<file path="config.mk">
export PLATFORM = sky130hd
export DESIGN_NAME = md5_msg_padder_flat
export DESIGN_NICKNAME = d
export VERILOG_FILES = /design/src/rtl/md5_pkg.sv /design/src/rtl/md5_msg_padder_if.sv /design/src/rtl/md5_pad_len_cnt.sv /design/src/rtl/md5_msg_padder.sv /design/src/flat_wrapper.sv
export SDC_FILE = /design/constraint.sdc
export NUM_CORES = 1
export LEC_CHECK = 0
export CAP_MARGIN = 20
export CELL_PAD_IN_SITES_DETAIL_PLACEMENT = 1
export CELL_PAD_IN_SITES_GLOBAL_PLACEMENT = 1
export CORE_MARGIN = 2
export CORE_UTILIZATION = 44
export CTS_BUF_LIST = sky130_fd_sc_hd__clkbuf_8
export CTS_CLUSTER_DIAMETER = 100
export DETAILED_ROUTE_END_ITERATION = 10
export GPL_TIMING_DRIVEN = 0
export PLACE_DENSITY_LB_ADDON = 0.1
export SLEW_MARGIN = 10
export SYNTH_ARGS = -nofsm -noshare
export SYNTH_HDL_FRONTEND = slang
export SYNTH_SLANG_ARGS = --single-unit
</file>
<file path="constraint.sdc">
create_clock -name clk_i -period 47.3 [get_ports clk_i]
set_input_delay 9.46 -clock clk_i [delete_from_list [all_inputs] [get_ports clk_i]]
set_output_delay 9.46 -clock clk_i [all_outputs]
set_load 0.02 [all_outputs]
</file>
<file path="src/rtl/md5_pkg.sv">
// Shared types and constants for the MD5 message padder and its block interface.
package md5_pkg;

    typedef enum logic [1:0] {
        FILL,
        PAD,
        EMIT,
        EXTRA
    } state_t;

    localparam int BLK_WORDS = 16;
    localparam int BLK_BYTES = 64;
    localparam int LEN_POS   = 56;
    localparam logic [7:0] PAD_BYTE = 8'h80;

    typedef logic [BLK_WORDS-1:0][31:0] blk_t;

endpackage

</file>
<file path="src/rtl/md5_msg_padder_if.sv">
// Byte-stream input and padded-block output handshakes of the MD5 message padder.
interface md5_msg_padder_if;
    import md5_pkg::*;

    logic [7:0] data_i;
    logic       valid_i;
    logic       last_i;
    logic       ready_o;
    blk_t       blk_o;
    logic       blk_valid_o;
    logic       blk_ready_i;
    logic       blk_last_o;

    // The master sources message bytes and sinks finished blocks.
    modport master (
        output data_i, valid_i, last_i, blk_ready_i,
        input  ready_o, blk_o, blk_valid_o, blk_last_o
    );

    modport slave (
        input  data_i, valid_i, last_i, blk_ready_i,
        output ready_o, blk_o, blk_valid_o, blk_last_o
    );

endinterface

</file>
<file path="src/rtl/md5_pad_len_cnt.sv">
// Running message bit-length counter: +8 per accepted byte, synchronous clear, async reset.
module md5_pad_len_cnt #(
    parameter int LEN_W = 64
) (
    input  logic             clk_i,
    input  logic             rst_i,
    input  logic             inc_i,
    input  logic             clr_i,
    output logic [LEN_W-1:0] len_o
);

    logic [LEN_W-1:0] len_q;
    logic [LEN_W-1:0] len_d;

    always_comb begin
        len_d = len_q;
        if (clr_i) begin
            len_d = '0;
        end else if (inc_i) begin
            len_d = len_q + LEN_W'(8);
        end
    end

    always_ff @(posedge clk_i or posedge rst_i) begin
        if (rst_i) begin
            len_q <= '0;
        end else begin
            len_q <= len_d;
        end
    end

    assign len_o = len_q;

endmodule

</file>
<file path="src/rtl/md5_msg_padder.sv">
// Packs a byte stream into padded 512-bit MD5 blocks with an optional overflow block.
// Define MD5_PAD_BSWAP_EN for big-endian (SHA-style) byte packing and length order.
module md5_msg_padder
    import md5_pkg::*;
#(
    parameter int LEN_W = 64
) (
    input  logic              clk_i,
    input  logic              rst_i,
    md5_msg_padder_if.slave   bus
);

    state_t     state_q, state_d;
    logic [5:0] cnt_q, cnt_d;
    blk_t       buf_q, buf_d;
    logic       last_q, last_d;
    logic       extra_q, extra_d;
    logic       pad_done_q, pad_done_d;
    logic       ready_q, ready_d;
    logic       blk_valid_q, blk_valid_d;

    logic             len_inc;
    logic             len_clr;
    logic [LEN_W-1:0] len;
    logic [63:0]      len64;
    logic [31:0]      len_w14;
    logic [31:0]      len_w15;

    md5_pad_len_cnt #(
        .LEN_W (LEN_W)
    ) u_len_cnt (
        .clk_i (clk_i),
        .rst_i (rst_i),
        .inc_i (len_inc),
        .clr_i (len_clr),
        .len_o (len)
    );

    function automatic logic [4:0] lane_off(input logic [1:0] k);
`ifdef MD5_PAD_BSWAP_EN
        return {~k, 3'b000};
`else
        return {k, 3'b000};
`endif
    endfunction

    always_comb begin
        len64 = '0;
        len64[LEN_W-1:0] = len;
`ifdef MD5_PAD_BSWAP_EN
        len_w14 = len64[63:32];
        len_w15 = len64[31:0];
`else
        len_w14 = len64[31:0];
        len_w15 = len64[63:32];
`endif
    end

    always_comb begin
        state_d    = state_q;
        cnt_d      = cnt_q;
        buf_d      = buf_q;
        last_d     = last_q;
        extra_d    = extra_q;
        pad_done_d = pad_done_q;
        len_inc    = 1'b0;
        len_clr    = 1'b0;

        case (state_q)
            FILL: begin
                if (ready_q && bus.valid_i) begin
                    buf_d[cnt_q[5:2]][lane_off(cnt_q[1:0]) +: 8] = bus.data_i;
                    cnt_d   = cnt_q + 6'd1;
                    len_inc = 1'b1;
                    if (cnt_q == 6'(BLK_BYTES - 1)) begin
                        // A message ending exactly on a block boundary still needs a pad block.
                        state_d    = EMIT;
                        last_d     = 1'b0;
                        extra_d    = bus.last_i;
                        pad_done_d = 1'b0;
                    end else if (bus.last_i) begin
                        state_d = PAD;
                    end
                end
            end

            PAD: begin
                for (int i = 0; i < BLK_BYTES; i++) begin
                    if (i == int'(cnt_q)) begin
                        buf_d[i[5:2]][lane_off(i[1:0]) +: 8] = PAD_BYTE;
                    end else if (i > int'(cnt_q)) begin
                        buf_d[i[5:2]][lane_off(i[1:0]) +: 8] = 8'h00;
                    end
                end
                pad_done_d = 1'b1;
                if (int'(cnt_q) < LEN_POS) begin
                    buf_d[14] = len_w14;
                    buf_d[15] = len_w15;
                    last_d    = 1'b1;
                end else begin
                    last_d  = 1'b0;
                    extra_d = 1'b1;
                end
                state_d = EMIT;
            end

            EMIT: begin
                if (bus.blk_ready_i) begin
                    if (extra_q) begin
                        state_d = EXTRA;
                    end else begin
                        state_d    = FILL;
                        cnt_d      = '0;
                        buf_d      = '0;
                        last_d     = 1'b0;
                        pad_done_d = 1'b0;
                        len_clr    = last_q;
                    end
                end
            end

            EXTRA: begin
                buf_d = '0;
                if (!pad_done_q) begin
                    buf_d[0][lane_off(2'd0) +: 8] = PAD_BYTE;
                end
                buf_d[14]  = len_w14;
                buf_d[15]  = len_w15;
                last_d     = 1'b1;
                extra_d    = 1'b0;
                pad_done_d = 1'b1;
                state_d    = EMIT;
            end

            default: begin
                state_d = FILL;
            end
        endcase

        ready_d     = (state_d == FILL);
        blk_valid_d = (state_d == EMIT);
    end

    always_ff @(posedge clk_i or posedge rst_i) begin
        if (rst_i) begin
            state_q     <= FILL;
            cnt_q       <= '0;
            buf_q       <= '0;
            last_q      <= 1'b0;
            extra_q     <= 1'b0;
            pad_done_q  <= 1'b0;
            ready_q     <= 1'b0;
            blk_valid_q <= 1'b0;
        end else begin
            state_q     <= state_d;
            cnt_q       <= cnt_d;
            buf_q       <= buf_d;
            last_q      <= last_d;
            extra_q     <= extra_d;
            pad_done_q  <= pad_done_d;
            ready_q     <= ready_d;
            blk_valid_q <= blk_valid_d;
        end
    end

    assign bus.ready_o     = ready_q;
    assign bus.blk_o       = buf_q;
    assign bus.blk_valid_o = blk_valid_q;
    assign bus.blk_last_o  = last_q;

endmodule

</file>
<file path="src/flat_wrapper.sv">
// flat-port wrapper written by rule: the top's interface ports become plain ports
module md5_msg_padder_flat import md5_pkg::*;
#(
    parameter int LEN_W = 64
)
  (clk_i, rst_i, bus_data_i, bus_valid_i, bus_last_i, bus_blk_ready_i, bus_ready_o, bus_blk_o, bus_blk_valid_o, bus_blk_last_o);
  md5_msg_padder_if bus_i ();
  input  logic clk_i;
  input  logic rst_i;
  input wire logic [$bits(bus_i.data_i)-1:0] bus_data_i;
  input wire logic [$bits(bus_i.valid_i)-1:0] bus_valid_i;
  input wire logic [$bits(bus_i.last_i)-1:0] bus_last_i;
  input wire logic [$bits(bus_i.blk_ready_i)-1:0] bus_blk_ready_i;
  output wire logic [$bits(bus_i.ready_o)-1:0] bus_ready_o;
  output wire logic [$bits(bus_i.blk_o)-1:0] bus_blk_o;
  output wire logic [$bits(bus_i.blk_valid_o)-1:0] bus_blk_valid_o;
  output wire logic [$bits(bus_i.blk_last_o)-1:0] bus_blk_last_o;
  assign bus_i.data_i = bus_data_i;
  assign bus_i.valid_i = bus_valid_i;
  assign bus_i.last_i = bus_last_i;
  assign bus_i.blk_ready_i = bus_blk_ready_i;
  assign bus_ready_o = bus_i.ready_o;
  assign bus_blk_o = bus_i.blk_o;
  assign bus_blk_valid_o = bus_i.blk_valid_o;
  assign bus_blk_last_o = bus_i.blk_last_o;
  md5_msg_padder #(.LEN_W(LEN_W)) u_core (.clk_i(clk_i), .rst_i(rst_i), .bus(bus_i));
endmodule
</file>
Word level (Yosys, flattened, before mapping):

Cells that the tools add are included.

* register bits after elaboration: 589
* output and inout bits: 515
* word-level logic and storage cells: 520

* $add $sub $neg: 3
* order comparisons: 66
* equal/unequal tests: 137
* shift operators: 2
* muxes and demuxes: 164
* reduce and logical (&&, ||, !) cells: 76

Operators by type and width (count)
* case mux 512 bit (4 select lines): 1
* two-way mux 512 bit: 3
* two-way mux 8 bit: 128
* bitwise mux 512 bit: 1
* AND reduction 4 bit: 67
* equality test 6 bit, first input constant: 32
* greater-than comparator 6 bit, first input constant: 32
* two-way mux 64 bit: 3
* inequality test 3 x 1 -> 1 bit, second input constant: 55
* demux 32 bit (select 4 bit): 1
* equality test 5 x 6 -> 1 bit, first input constant: 16
* greater-than comparator 5 x 6 -> 1 bit, first input constant: 16
* adder 64 x 4 -> 64 bit, second input constant: 1
* equality test 4 x 6 -> 1 bit, first input constant: 8
* greater-than comparator 4 x 6 -> 1 bit, first input constant: 8
* two-way mux 32 bit: 1
* inequality test 4 x 1 -> 1 bit, second input constant: 8
* variable shift 8 x 7 -> 32 bit, first input constant: 1
* variable part select 8 x 7 -> 32 bit: 1
* equality test 3 x 6 -> 1 bit, first input constant: 4
* greater-than comparator 3 x 6 -> 1 bit, first input constant: 4
* two-way mux 6 bit: 3
* two-way mux 1 bit: 13
* equality test 2 x 6 -> 1 bit, first input constant: 2
* 24 further kinds: 39

Longest topological paths before layout:

* depth in word-level cells: 7
* gate-level depth with buffers: 10
* gate-level depth less buffers: 7

Modules after synthesis:

From an unflattened synthesis, not the netlist that was laid out.

* cells, all modules: 2267
* area, all modules: 25523.2 µm²

Modules (own cells, without submodules)
* md5_msg_padder: instances 1, cells an instance 1912, area each 22212.6 µm²
* md5_pad_len_cnt: instances 1, cells an instance 355, area each 3310.7 µm²

Least setup slack after synthesis:

OpenSTA, ideal clock, no wires.

* path kind: input -> register
* from: input bus_blk_ready_i
* to: register u_core.u_len_cnt.len_q[41] (netlist: u_core.u_len_cnt.len_o[41])
* arrival: 10.839 ns
* required time: 47.222 ns
* setup slack: 36.383 ns
* cell stages on the path: 7
* path through: and4bb_1 buf_4 a21oi_2 or2_1 clkbuf_2 or4_1 a21oi_1

* cells in the longest elaborated chain, start to end: 3
* elaborated cells on any way between the ends: 4
* those cells by class: 3 x mux; 1 x reduce/logical

RTL lines
* from (decl): line flat_wrapper.sv:13 `input wire logic [$bits(bus_i.blk_ready_i)-1:0] bus_blk_ready_i;`
* two-way mux 1 bit (*): line md5_msg_padder.sv:108 `if (bus.blk_ready_i) begin`
* two-way mux 1 bit (*): line md5_msg_padder.sv:69 `case (state_q)`
* two-way mux 64 bit / nonzero test 2 bit (equally long branches)
* to (signal assigned): line md5_pad_len_cnt.sv:28 `len_q <= len_d;`
* to (decl): line md5_pad_len_cnt.sv:12 `logic [LEN_W-1:0] len_q;`

Every way passes the cells marked *; elsewhere a longest branch is shown, timed or not.
A chain may end at the register's enable or synchronous reset.

Worst setup path in the final report:

* from: input bus_blk_ready_i
* to: register u_core.buf_q, in the netlist u_core.bus.blk_o[411]

* cells in the longest elaborated chain, start to end: 2

RTL lines
* inequality test 2 bit (no source line)
* AND reduction 4 bit (no source line)
* to (signal assigned): line md5_msg_padder.sv:157 `buf_q <= buf_d;`
* to (decl): line md5_msg_padder.sv:15 `blk_t buf_q, buf_d;`

No other way between the ends.

==> metrics.md <==
| Metric | Value |
|---|---|
| Status | complete, no violations |
| Placement Setup Slack | between 30,000 and 40,000 ps |
| Slew margin rel. | 0.236 |
| Crit path buffers/inverters | 3 |
| Worst skew pair latency | 720 ps |
| Maximum clock frequency | ~84 MHz |
| Post-layout net count | slightly below 3,000 |
| Largest net degree at the start of global routing | about 120 |
| Worst Hold Path Cells | 2 |
| Port bufs | between 500 and 600 |
| Synth top area cells | dfrtp_1, o2bb2ai_1, nand2_1 |
| First drt pass iteration count | 7 |
| Area of the multi-input gates | approximately 9600 µm² |
| Top_reg_cell synth | dfrtp_1 |
| Max stage delay on crit path | 640 ps |
| Least-Margin Pin Slew | ~1100 ps |
| Global route total overflow | 0 |
| Filler Cell Count | between 5,000 and 6,000 |
| EDFF count, synth | 0 |
| H-tree levels | 3 |
| Synth warnings | 0 |
| Final WL | 111 mm |
| CTS tree | done |
| Share of cells above drive strength 1 | 0.0999 |
| Family with the most delay on the worst path | buffers and inverters |
| Routed length on met1 | around 45 mm |
| Final setup violating endpoints | 0 |
| Critical path required time | 47,860 ps |
| Tcrit/Tclk final | 0.253 |
| Die height | approximately 240 µm |
| DRC | 0 |
| Starting density of the core | 0.444 |
| FF+latch count, synth | approximately 590 |
| DR WL met2 | between 50 and 60 mm |
| Initial antenna violation count | 5 |
| Max-slew violations | 0 |
| Mapped Avg Cell Area | about 11 µm² |
| Critical Path Stages | 7 |
| Area leader, netlist | dfrtp_1 |
| Final GP Congestion | approximately 0.91 |
| Sequential area share after synthesis | 0.586 |
| Minimum clock period | roughly 12,000 ps |
| CTS Root Buffer Type | clkbuf_8 |
| Hold/Removal Path Class | flip-flop to flip-flop |
| Top-count cell post-synth | dfrtp_1 |
| Cell area after synthesis | around 25,000 µm² |
| Vias/cell | roughly 6 |
| RSZ-0062 raised after global routing | no |
| Hold buffers post-CTS | 0 |
| Peak supply drop | ~0.000028 V |
| Routed wire per std cell | slightly below 30 µm |
| First-pass GRT wire length | approximately 160 mm |
| Setup Crit Path Kind | primary input to flip-flop |
| DR iter-0 viols | 1,984 |
| Crit end category | flip-flop |
| Startpoint types | primary input |
| Cell count after synthesis | approximately 2,300 |
| Max Cap Viol | 0 |
| Crit path cell chain | clkdlybuf4s50_1 > nand3b_1 > nand3_1 > clkbuf_1 > clkbuf_1 > nand3_1 > o2bb2ai_1 |
| Die width | 242 µm |
| Routed via count | roughly 23,000 |
| Reg area | about 15,000 µm² |
| Final hold viol count | 0 |
| Die ar. | 58,800 µm² |
| Slowest CP cell | clkbuf_1 |
| Worst setup margin | roughly 35,000 ps |
| CTS buffer count | between 90 and 100 |
| Post-CTS sizing | 0 |
| Worst-path clk slew | ~70 ps |
| Setup TNS | 0 ps |
| CORE AREA | around 56,000 µm² |
| Critical path arrival | approximately 13,000 ps |
| Leak | about 14 nW |
| P per Cell Area | around 45 nW/µm² |
| CTS sink cnt | 586 |
| Met3 wire length | roughly 8.8 mm |
| Uppermost layer routed | met5 |
| Final HPWL from detailed placement | around 81 mm |
| Maximum root-to-sink buffer count | 3 |
| Vias in the first global route | between 20,000 and 25,000 |
| Syn-to-layout area delta | 34.3% |
| Critical path fanouts, max | 10 |
| Area share of the largest cell type after synthesis | 0.586 |
| Core Rows | between 80 and 90 |
| Yosys cell types | 86 |
| Total GRT Usage | 0.374 |
| IO Count | 528 |
| Post-CTS Setup Inserts | 0 |
| Final ANT Viol Nets | 0 |
| Worst Reg-to-Reg Cells | 9 |
| Asr flop ratio synth | 1.00 |
| Top cells by count, synth | dfrtp_1, nand2_1, o2bb2ai_1 |
| Layout Skew | around 42 ps |
| Syn_nets | approximately 2,300 |
worst paths after layout:
check / to / slack (ps) / start
max in group asynchronous: u_core.bus.blk_o[504] / 36220 / rst_i
worst min-delay path: u_core.bus.blk_o[23] / 480 / u_core.bus.blk_o[23]
worst max-delay path: u_core.bus.blk_o[411] / 35350 / bus_blk_ready_i
min in group asynchronous: u_core.bus.blk_o[261] / 9180 / rst_i
worst min register to register: u_core.bus.blk_o[23] / 480 / u_core.bus.blk_o[23]
worst max register to register: u_core.bus.blk_o[63] / 43250 / u_core.cnt_q[1]
area by class of cell:
| type | count | share of cell area |
|---|---|---|
| Buffer | 142 | 0.0185 |
| Antenna cell | 2 | 0.000149 |
| Multi-Input combinational cell | 1555 | 0.285 |
| Timing Repair Buffer | 534 | 0.162 |
| Clock inverter | 48 | 0.0101 |
| Clock buffer | 134 | 0.0549 |
| Inverter | 45 | 0.00525 |
| Tap cell | 756 | 0.0282 |
| Sequential cell | 586 | 0.437 |
layer usage:
| metal | GRT usage | vias to the layer above |
|---|---|---|
| met5 | 0 | - |
| met4 | 0.167 | 4 |
| met3 | 0.0837 | 256 |
| met2 | 0.602 | 1042 |
| met1 | 0.484 | 12000 |
| li1 | - | 9790 |
registers in the layout, indices dropped and copies added (netlist names):
name	flops
u_core.bus.blk_last_o	1
u_core.bus.blk_o	512
u_core.bus.blk_valid_o	1
u_core.bus.ready_o	1
u_core.cnt_q	6
u_core.extra_q	1
u_core.pad_done_q	1
u_core.state_q	2
u_core.u_len_cnt.len_o	61
cells in the final DEF, fill, tap and decap left out, drive strengths merged, types with 23 or more instances in the layout:
cell type	count
dfrtp	586
clkdlybuf4s50	525
nand2	371
o21ai	236
o2bb2ai	231
clkbuf	220
nor2	101
a21oi	82
inv	78
nand3	72
buf	65
mux2	54
o22ai	35
nand4	33
a22o	25
o31ai	25
and3	23
cell families (layout without fill, tap and decap cells):
group | after synthesis | after routing | share of synthesized area
other | 0 | 2 | 0
multiplexers | 58 | 58 | 0.0259
AND/OR/NAND/NOR | 737 | 737 | 0.140
adder cells (fa/ha/maj) | 7 | 7 | 0.00350
XOR/XNOR | 30 | 30 | 0.0105
AO/OA/AOI/OAI | 723 | 723 | 0.201
buffers and inverters | 187 | 903 | 0.0317
flip-flops | 586 | 586 | 0.586
worst min-delay path: cells and delay by family, from the launching register on:
family             cells  cell delay [ps]
AOI/OAI and AO/OA      1               60
and+or+nand+nor        1               50
DFF                    1              340
metrics by stage:
step           cells  area (µm²)  power (mW)  hold slack [ps]   util
2_1_floorplan   2328       25000       0.800              450      -
3_3_place_gp    3609       31200       0.994              461  0.555
3_5_place_dp    3617       31400        1.01              465  0.558
4_1_cts         3799       33600        1.50              481  0.597
5_1_grt         3802       33600        1.56              503  0.597
6_report        3802       33600        1.51              479  0.597
power by group:
group / total, mW / switching, mW / leakage [nW] / internal, mW
Clock: 0.496 / 0.221 / 1.24 / 0.275
Combinational: 0.482 / 0.376 / 4.64 / 0.106
Sequential: 0.533 / 0.0147 / 8.14 / 0.518
Total: 1.51 / 0.612 / 14.0 / 0.900
Note: power is estimated with default switching activity, not from simulation.
